$ cat config.mk
export PLATFORM = sky130hd
export DESIGN_NAME = gdemux_router
export DESIGN_NICKNAME = d
export VERILOG_FILES = /design/src/rtl/gdemux_router.sv
export SDC_FILE = /design/constraint.sdc
export NUM_CORES = 1
export LEC_CHECK = 0
export ABC_AREA = 0
export CORE_UTILIZATION = 45
export DETAILED_ROUTE_END_ITERATION = 16
export HOLD_SLACK_MARGIN = 0.08
export PLACE_DENSITY = 0.89
export SLEW_MARGIN = 5
export SYNTH_ARGS = -nofsm -noshare
export SYNTH_HDL_FRONTEND = slang
export SYNTH_SLANG_ARGS = --single-unit
export TNS_END_PERCENT = 10
$ cat constraint.sdc
create_clock -name clk -period 5.2 [get_ports clk]
set_input_delay 1.04 -clock clk [delete_from_list [all_inputs] [get_ports clk]]
set_output_delay 1.04 -clock clk [all_outputs]
set_load 0.03 [all_outputs]
$ cat src/rtl/gdemux_router.sv
// gdemux_router: one-to-N demultiplexer with a one-word holding register per
// output channel. Supports unicast by selector, broadcast to every channel,
// and flags words addressed to channels that do not exist.
module gdemux_router #(
  parameter int WIDTH  = 16,
  parameter int CANAIS = 4,
  parameter int SEL_W  = 2
) (
  input  logic                     clk,
  input  logic                     reset,
  input  logic [WIDTH-1:0]         dados_entrada,
  input  logic [SEL_W-1:0]         controle_sel,
  input  logic                     difusao,
  input  logic                     valido_in,
  output logic                     pronto_in,
  output logic [CANAIS*WIDTH-1:0]  canal_dados,
  output logic [CANAIS-1:0]        canal_valido,
  input  logic [CANAIS-1:0]        canal_pronto,
  output logic                     erro_sel
);

  logic [CANAIS-1:0] full_q, full_d;
  logic [WIDTH-1:0]  dado_q [CANAIS];
  logic              erro_q, erro_d;

  logic [CANAIS-1:0] livre;
  logic [CANAIS-1:0] alvo;
  logic [CANAIS-1:0] carga;
  logic              sel_ok;
  logic              sel_livre;
  logic              aceito;

  // Handshake decode: channel freedom, input readiness and per-channel load enables.
  // A channel is free when empty or draining this cycle, so a full channel
  // can be refilled on the same edge it empties.
  always_comb begin
    livre     = ~full_q | canal_pronto;
    alvo      = '0;
    sel_ok    = 1'b0;
    sel_livre = 1'b0;
    for (int i = 0; i < CANAIS; i++) begin
      if (int'(controle_sel) == i) begin
        sel_ok    = 1'b1;
        sel_livre = livre[i];
        alvo[i]   = 1'b1;
      end
    end

    // Out-of-range selectors are always accepted so the word can be dropped.
    if (reset)
      pronto_in = 1'b0;
    else if (difusao)
      pronto_in = &livre;
    else if (sel_ok)
      pronto_in = sel_livre;
    else
      pronto_in = 1'b1;

    aceito = valido_in & pronto_in;
    carga  = '0;
    if (aceito)
      carga = difusao ? {CANAIS{1'b1}} : alvo;

    full_d = carga | (full_q & ~canal_pronto);
    erro_d = aceito & ~difusao & ~sel_ok;
  end

  // Control state: full flags and the error pulse, cleared asynchronously.
  always_ff @(posedge clk or posedge reset) begin
    if (reset) begin
      full_q <= '0;
      erro_q <= 1'b0;
    end else begin
      full_q <= full_d;
      erro_q <= erro_d;
    end
  end

  // Holding registers: only written on load; visibility is gated by the full flag.
  always_ff @(posedge clk) begin
    for (int i = 0; i < CANAIS; i++) begin
      if (carga[i])
        dado_q[i] <= dados_entrada;
    end
  end

  // Output view: empty channels read as zero.
  always_comb begin
    canal_dados = '0;
    for (int i = 0; i < CANAIS; i++) begin
      canal_dados[i*WIDTH +: WIDTH] = full_q[i] ? dado_q[i] : '0;
    end
  end

  assign canal_valido = full_q;
  assign erro_sel     = erro_q;

endmodule

== Yosys cells after proc, flatten, opt, wreduce, memory -nomap -nowiden ==
Memory sizes are Yosys's and may differ from the RTL's.
Cells that the tools add are included.
Word-level totals
  flip-flop bits (word level): 5
  bits in writable memories: 64
  input port bits: 26
  output and inout port bits: 70
  logic and storage cells: 46
  memories kept: 1
Operators by class
  eq/ne operators: 3
  mux-type cells: 28
  bitwise operators: 10
  reductions and logical operators: 2
Memory list
  dado_q: depth 4, width 16, rd ports 4, clocked after memory_dff 0, write ports 4, RTL line 23  | logic [WIDTH-1:0] dado_q [CANAIS];
Operator list (count)
  two-way mux 16 bit: 4
  two-way mux 1 bit: 22
  two-way mux 4 bit: 2
  NOT 4 bit: 2
  bitwise OR 4 bit: 2
  AND 4 bit: 1
  == test 2 bit, second input constant: 2
  AND reduction 4 bit: 1
  AND 1 bit: 3
  == test 2 x 1 -> 1 bit, second input constant: 1
  logical NOT 2 bit: 1
  NOT 1 bit: 2

== Depth between registers and ports, before layout ==
Gate-level depths: netlist of run 1.
  depth after elaboration: 13
  gate-level depth with buffers: 4
  mapped depth without buffers: 4

== Worst setup path after synthesis of run 1 ==
Ideal clock, no wire load.
  kind: input to output
  from: input port canal_pronto[2]
  to: output port pronto_in
  data arrival time: 1.986 ns
  required time: 4.160 ns
  path slack: 2.174 ns
  cell stages on the path: 4
  path buffers: 0
  cells stage by stage: nand2b_2 mux4_2 o21ai_1 nor2_1
On the way
  cells in the longest elaborated chain, start to end: 6
  elaborated cells on any way between the ends: 7
  those cells by class: mux (5); bitwise (1); reduce/logical (1)
RTL lines
  start, declared: RTL line 18  | input logic [CANAIS-1:0] canal_pronto,
  bitwise OR 4 bit *: RTL line 37  | livre = ~full_q | canal_pronto;
  two-way mux 1 bit (2 in series): RTL line 42  | if (int'(controle_sel) == i) begin
  two-way mux 1 bit: RTL line 54  | else if (sel_ok)
  two-way mux 1 bit *: RTL line 52  | else if (difusao)
  two-way mux 1 bit *: RTL line 50  | if (reset)
  end, declared: RTL line 15  | output logic pronto_in,
Mark *: on every way between the ends. The rest lies on a longest branch, timed or not.

== Worst setup path in the final report of run 1 ==
Ends and elaborated chain as after synthesis.

==> impl_metrics.ini, run 1 <==
[outcome]
status = finished clean

[cells_and_area]
diodes = 0
design_area_um2 = 3860
layout_commonest_cell = clkdlybuf4s50_1
layout_common_cells = clkdlybuf4s50_1 (95), edfxtp_1 (64), and2_1 (58), clkbuf_8 (9), and2_2 (6)
final_layout_size_suffix_gt1_frac = 0.100
synthToLayoutAreaGrowth_pct = 46.2
layout.nets = 291

[global_routing]
grt_pass1_vias = 1670
antenna_found_initial = 0
gr-total-overflow = 0
grt_usage = 0.201
grt_pass1_wl_um = 8730
grt_start_max_net_pins = 19

[synthesis]
yosys_register_bits = 69
synth_cell_types = 15
yosysTopAreaCellShare = 0.728
ys_warn_count = 0
synth_area_leader_cell = edfxtp_1
yosys-top-cells-area = edfxtp_1 (73%), and2_1 (14%), dfrtp_1 (4.7%)
synth_area_um2 = 2640
syn_avg_cell_area_um2 = 16.2
synth_fp_nets = 189
syn_inst = 163
yosysSeqAreaShare = 0.775

[cts]
cts_tree = done
post_cts_buffers = 0
clock_latency_ns = 0.32
cts_root_buffer = clkbuf_8
cts_made_buffers = 9
htreeDepth = 3
cts_hold_buf = 0
postCtsResizedCells = 0
clock_path_buffers = 2
clk_pin_slew_ns = 0.07
clock-sinks = 69

[worst_setup_path]
worstSetupStartpointType = primary input
crit_chain = clkdlybuf4s50_1, nand2b_2, mux4_2, o21ai_1, nor2_1, clkdlybuf4s50_1
cpPeakStageDelay_ns = 0.58
critical_path_buf_inv_count = 2
crit_type = in2out
cp_slowest_cell = clkdlybuf4s50_1
crit_fanout = 3
cp.arrival_ns = 2.99
cp.required_ns = 4.16
worst_setup_path_end_kind = output pin
crit_family = buffers and inverters
crit_path_frequent_cell = clkdlybuf4s50_1

[place]
pre_cts_ws_ns = 1.20
placed_cell_area_um2 = 3680
portBuffers = 95
hpwl_um = 3690
gp_congestion = 0.794

[flow_run]
maxCapViolCount = 0

[power]
clkPwrFrac = 0.311
p_int_mw = 0.953
seq_power_share = 0.511
ir_drop_mv = 0.208
combinationalPowerShare = 0.178
power_switching_mw = 0.333
p_per_area_nw_per_um2 = 333
power_leakage_nw = 1.34
switching_share = 0.259

[route]
wire_per_inst_um = 16.8
viasPerCell = 4.78
dr.pass1.iters = 4
drc = 0
drtIter0Drc = 71
final_antenna_net_count = 0
drt_wl_total_um = 5730
vias = 1634

[sta]
tns_ns = 0
period_share = 0.774
setup_slack_ns = 1.17
layout_min_cycle_time_ns = 4.03
clock.fmax_mhz = 248
skew_ns = 0.00338
final_hold_viol_count = 0
worst_slew_pin_slew_ns = 0.987
slew_violations = 0
rsz0062_at_grt = false
setup_viol = 0
slew_headroom = 0.341
holdWs_ns = 0.926

[worst_hold_path]
hold_path.class = reg2reg

[die]
start_util = 0.474
io_pins = 96
die_h_um = 78.6
die_w_um = 78.6
coreArea_um2 = 5570
rows = 27
die-area_um2 = 6180
## power groups by stage
stage                     Clock [mW]  Combinational [mW]  Sequential (mW)
after floorplan                    0               0.118            0.663
final                          0.400               0.229            0.657
after detailed placement           0               0.229            0.671
after CTS                      0.410               0.231            0.659
after global routing           0.437               0.240            0.661
after global placement             0               0.225            0.669
## kinds of logic (layout without fill, tap and decap cells)
kind of cell / after synthesis / after routing / share of synthesized area
and+or+nand+nor: 73 / 73 / 0.172
AOI/OAI and AO/OA: 11 / 11 / 0.0313
other: 1 / 1 / 0.00142
muxes: 1 / 1 / 0.00853
DFF: 69 / 69 / 0.775
buffers and inverters: 8 / 115 / 0.0114
## worst paths after layout
check,from,to,slack (ns),cells past startpoint
min in group asynchronous,reset,erro_sel,0.97,2
hold / removal,canal_valido[2],canal_valido[2],0.93,2
max in group asynchronous,reset,canal_valido[2],4.03,2
setup reg to reg,canal_valido[0],dado_q[2][8],2.64,4
hold reg to reg,canal_valido[2],canal_valido[2],0.93,2
setup / recovery,canal_pronto[2],pronto_in,1.17,6
## layer usage
metal  vias up  part of all wire  GRT usage  wire [µm]
met5         -                 0          0          0
met1       785              0.41      0.226       2320
met2        68              0.53      0.357       3030
met4         0             0.019      0.102        111
met3        10             0.046     0.0430        264
li1        771                 -          -          -
## sequential cells by signal, indices dropped and copies added, names as in the netlist
| name | count |
|---|---|
| dado_q | 64 |
| canal_valido | 4 |
| erro_sel | 1 |
## cell usage after synthesis
library cell and count:
a21oi_1 4, nor2_1 5, o2111ai_4 1, nand2b_1 3
conb_1 1, and2_2 6, edfxtp_1 64, mux4_2 1
nand2b_2 1, and2_1 58, inv_1 4, clkbuf_1 4
a41o_2 1, dfrtp_1 5, o21ai_1 5
## area by class of cell
class                   instances  area [µm²]
flip-flops and latches         69        2050
well taps                      72        90.1
inverters                       4        15.0
repair buffers                 95         951
clock inverters                 5        51.3
clock buffers                  11         131
multi-input cells              86         573
fillers                       411        1720
## worst register-to-register path, cell delays in order (launching register included)
cell	delay, ns
dfrtp_1	0.60
nand2b_1	0.26
mux4_2	0.32
o2111ai_4	0.20
nor2_2	0.81
## through the flow
stage / cells / power (mW) / utilization
after floorplan: 163 / 0.781 / -
after global placement: 326 / 0.895 / 0.659
after detailed placement: 326 / 0.900 / 0.659
after CTS: 342 / 1.30 / 0.692
after global routing: 342 / 1.34 / 0.692
final: 342 / 1.29 / 0.692
(Power assumes the default switching activity.)
==> inputs of run 2 (changes only) <==
CORE_UTILIZATION = 44   (was 45)
PLACE_DENSITY = 0.87   (was 0.89)
clock period = 4.2 ns   (was 5.2 ns; I/O delays follow)
==> impl_metrics.ini, run 2 (synthesized netlist as in run 1, its figures left out) <==
[sta]
period_share = 0.870
slew_headroom = 0.423
clock.fmax_mhz = 274
layout_min_cycle_time_ns = 3.66
final_hold_viol_count = 0
rsz0062_at_grt = false
tns_ns = 0
skew_ns = 0.00984
slew_violations = 0
worst_slew_pin_slew_ns = 0.864
setup_viol = 0

[power]
ir_drop_mv = 0.267
power_leakage_nw = 1.36
p_per_area_nw_per_um2 = 427
finalPower_mw = 1.67

[cells_and_area]
layout.nets = 294
layout_commonest_cell = clkdlybuf4s50_1
largest-register = dado_q
layout_common_cells = clkdlybuf4s50_1 (95), edfxtp_1 (64), and2_1 (58), clkbuf_8 (9), and2_2 (6)
nFillCells = 377
largest_register_ff_count = 64
final_layout_size_suffix_gt1_frac = 0.117
diodes = 0
synthToLayoutAreaGrowth_pct = 48.2
stdcell_count = 345

[worst_setup_path]
crit_type = in2out
crit_chain = clkdlybuf4s50_1, inv_1, mux4_2, o21ai_1, nor2_1, clkdlybuf4s50_1
cp.arrival_ns = 2.82
r2r_end = dado_q[0][1]
r2r_setup_slack_ns = 1.69
r2r_start = canal_valido[1]
worstSetupStartpointType = primary input
worst_setup_path_end_kind = output pin
crit_path_frequent_cell = clkdlybuf4s50_1
cpPeakStageDelay_ns = 0.58
cp.required_ns = 3.36
cp_slowest_cell = clkdlybuf4s50_1
crit_fanout = 3
rr_worst_depth = 5

[global_routing]
grt_pass1_vias = 1735
antenna_found_initial = 0
gr-total-overflow = 0
grt_start_max_net_pins = 19
grt_pass1_wl_um = 9030
grt_usage = 0.202

[route]
dr.pass1.iters = 4
wire_per_inst_um = 16.6
vias = 1645
drtIter0Drc = 118
drt_wl_total_um = 5720
viasPerCell = 4.77
final_antenna_net_count = 0
drc = 0

[cts]
cts_hold_buf = 0
cts_made_buffers = 9
cts_tree = done
cts_root_buffer = clkbuf_8
post_cts_buffers = 0
clock_path_buffers = 2
clock_latency_ns = 0.33
clock-sinks = 69
htreeDepth = 3
postCtsResizedCells = 0
clk_pin_slew_ns = 0.07

[die]
coreArea_um2 = 5640
die_h_um = 79.5
io_pins = 96
start_util = 0.468
die_w_um = 79.5
die-area_um2 = 6310
rows = 27

[worst_hold_path]
hold_path.class = in2async

[flow_run]
maxCapViolCount = 0

[place]
dp.cells = 329
hpwl_um = 3930
gp_congestion = 0.898
portBuffers = 95

[outcome]
status = finished clean
-- run 2: cell count changes in the layout (fill, tap and decap cells not counted) --
cell        before  now
clkinv_2         2    1
clkinvlp_4       1    3
clkinv_1         1    0
clkbuf_1         2    1
bufinv_16        1    2
buf_4            0    3
-- run 2: critical path, delay by kind of cell --
family / cells / cell delay, ns
multiplexers: 1 / 0.57
buffers and inverters: 3 / 1.20
AO/OA/AOI/OAI: 1 / 0.15
AND/OR/NAND/NOR: 1 / 0.05
-- run 2: how the worst max path moves through the flow --
stage / startpoint / end / slack, ns / cells past startpoint
2_1_floorplan: canal_pronto[2] / pronto_in / 1.57 / 4
3_3_place_gp: canal_pronto[2] / pronto_in / 0.61 / 6
3_5_place_dp: controle_sel[0] / pronto_in / 0.58 / 6
4_1_cts: controle_sel[0] / pronto_in / 0.56 / 6
5_1_grt: controle_sel[0] / pronto_in / 0.42 / 6
6_report: controle_sel[0] / pronto_in / 0.54 / 6
-- run 2: final cells by class --
| class | instances | area (µm²) | share of cell area |
|---|---|---|---|
| Clock inverter | 6 | 87.6 | 0.0224 |
| Inverter | 4 | 15.0 | 0.00384 |
| Sequential cell | 69 | 2050 | 0.523 |
| Multi-Input combinational cell | 86 | 573 | 0.146 |
| Tap cell | 72 | 90.1 | 0.0230 |
| Clock buffer | 10 | 128 | 0.0326 |
| Timing Repair Buffer | 98 | 973 | 0.249 |
-- run 2: report_power, final --
part	total [mW]	internal (mW)	switching, mW
clock network	0.571	0.333	0.238
registers	0.814	0.786	0.0277
logic	0.285	0.124	0.160
total	1.67	1.24	0.426
-- run 2: layer usage --
layer,wire [µm],GRT usage,vias to the layer above
met5,0,0,-
met4,71,0.0764,0
met3,292,0.0514,6
met2,3070,0.363,71
met1,2290,0.228,789
li1,-,-,779
-- run 2: metrics by stage --
stage | cell area, µm² | utilization | hold slack, ns | setup WS (ns)
2_1_floorplan | 2640 | - | 0.648 | 1.57
3_3_place_gp | 3700 | 0.656 | 0.889 | 0.613
3_5_place_dp | 3700 | 0.656 | 0.909 | 0.576
4_1_cts | 3910 | 0.694 | 0.753 | 0.559
5_1_grt | 3910 | 0.694 | 0.810 | 0.423
6_report | 3910 | 0.694 | 0.762 | 0.545
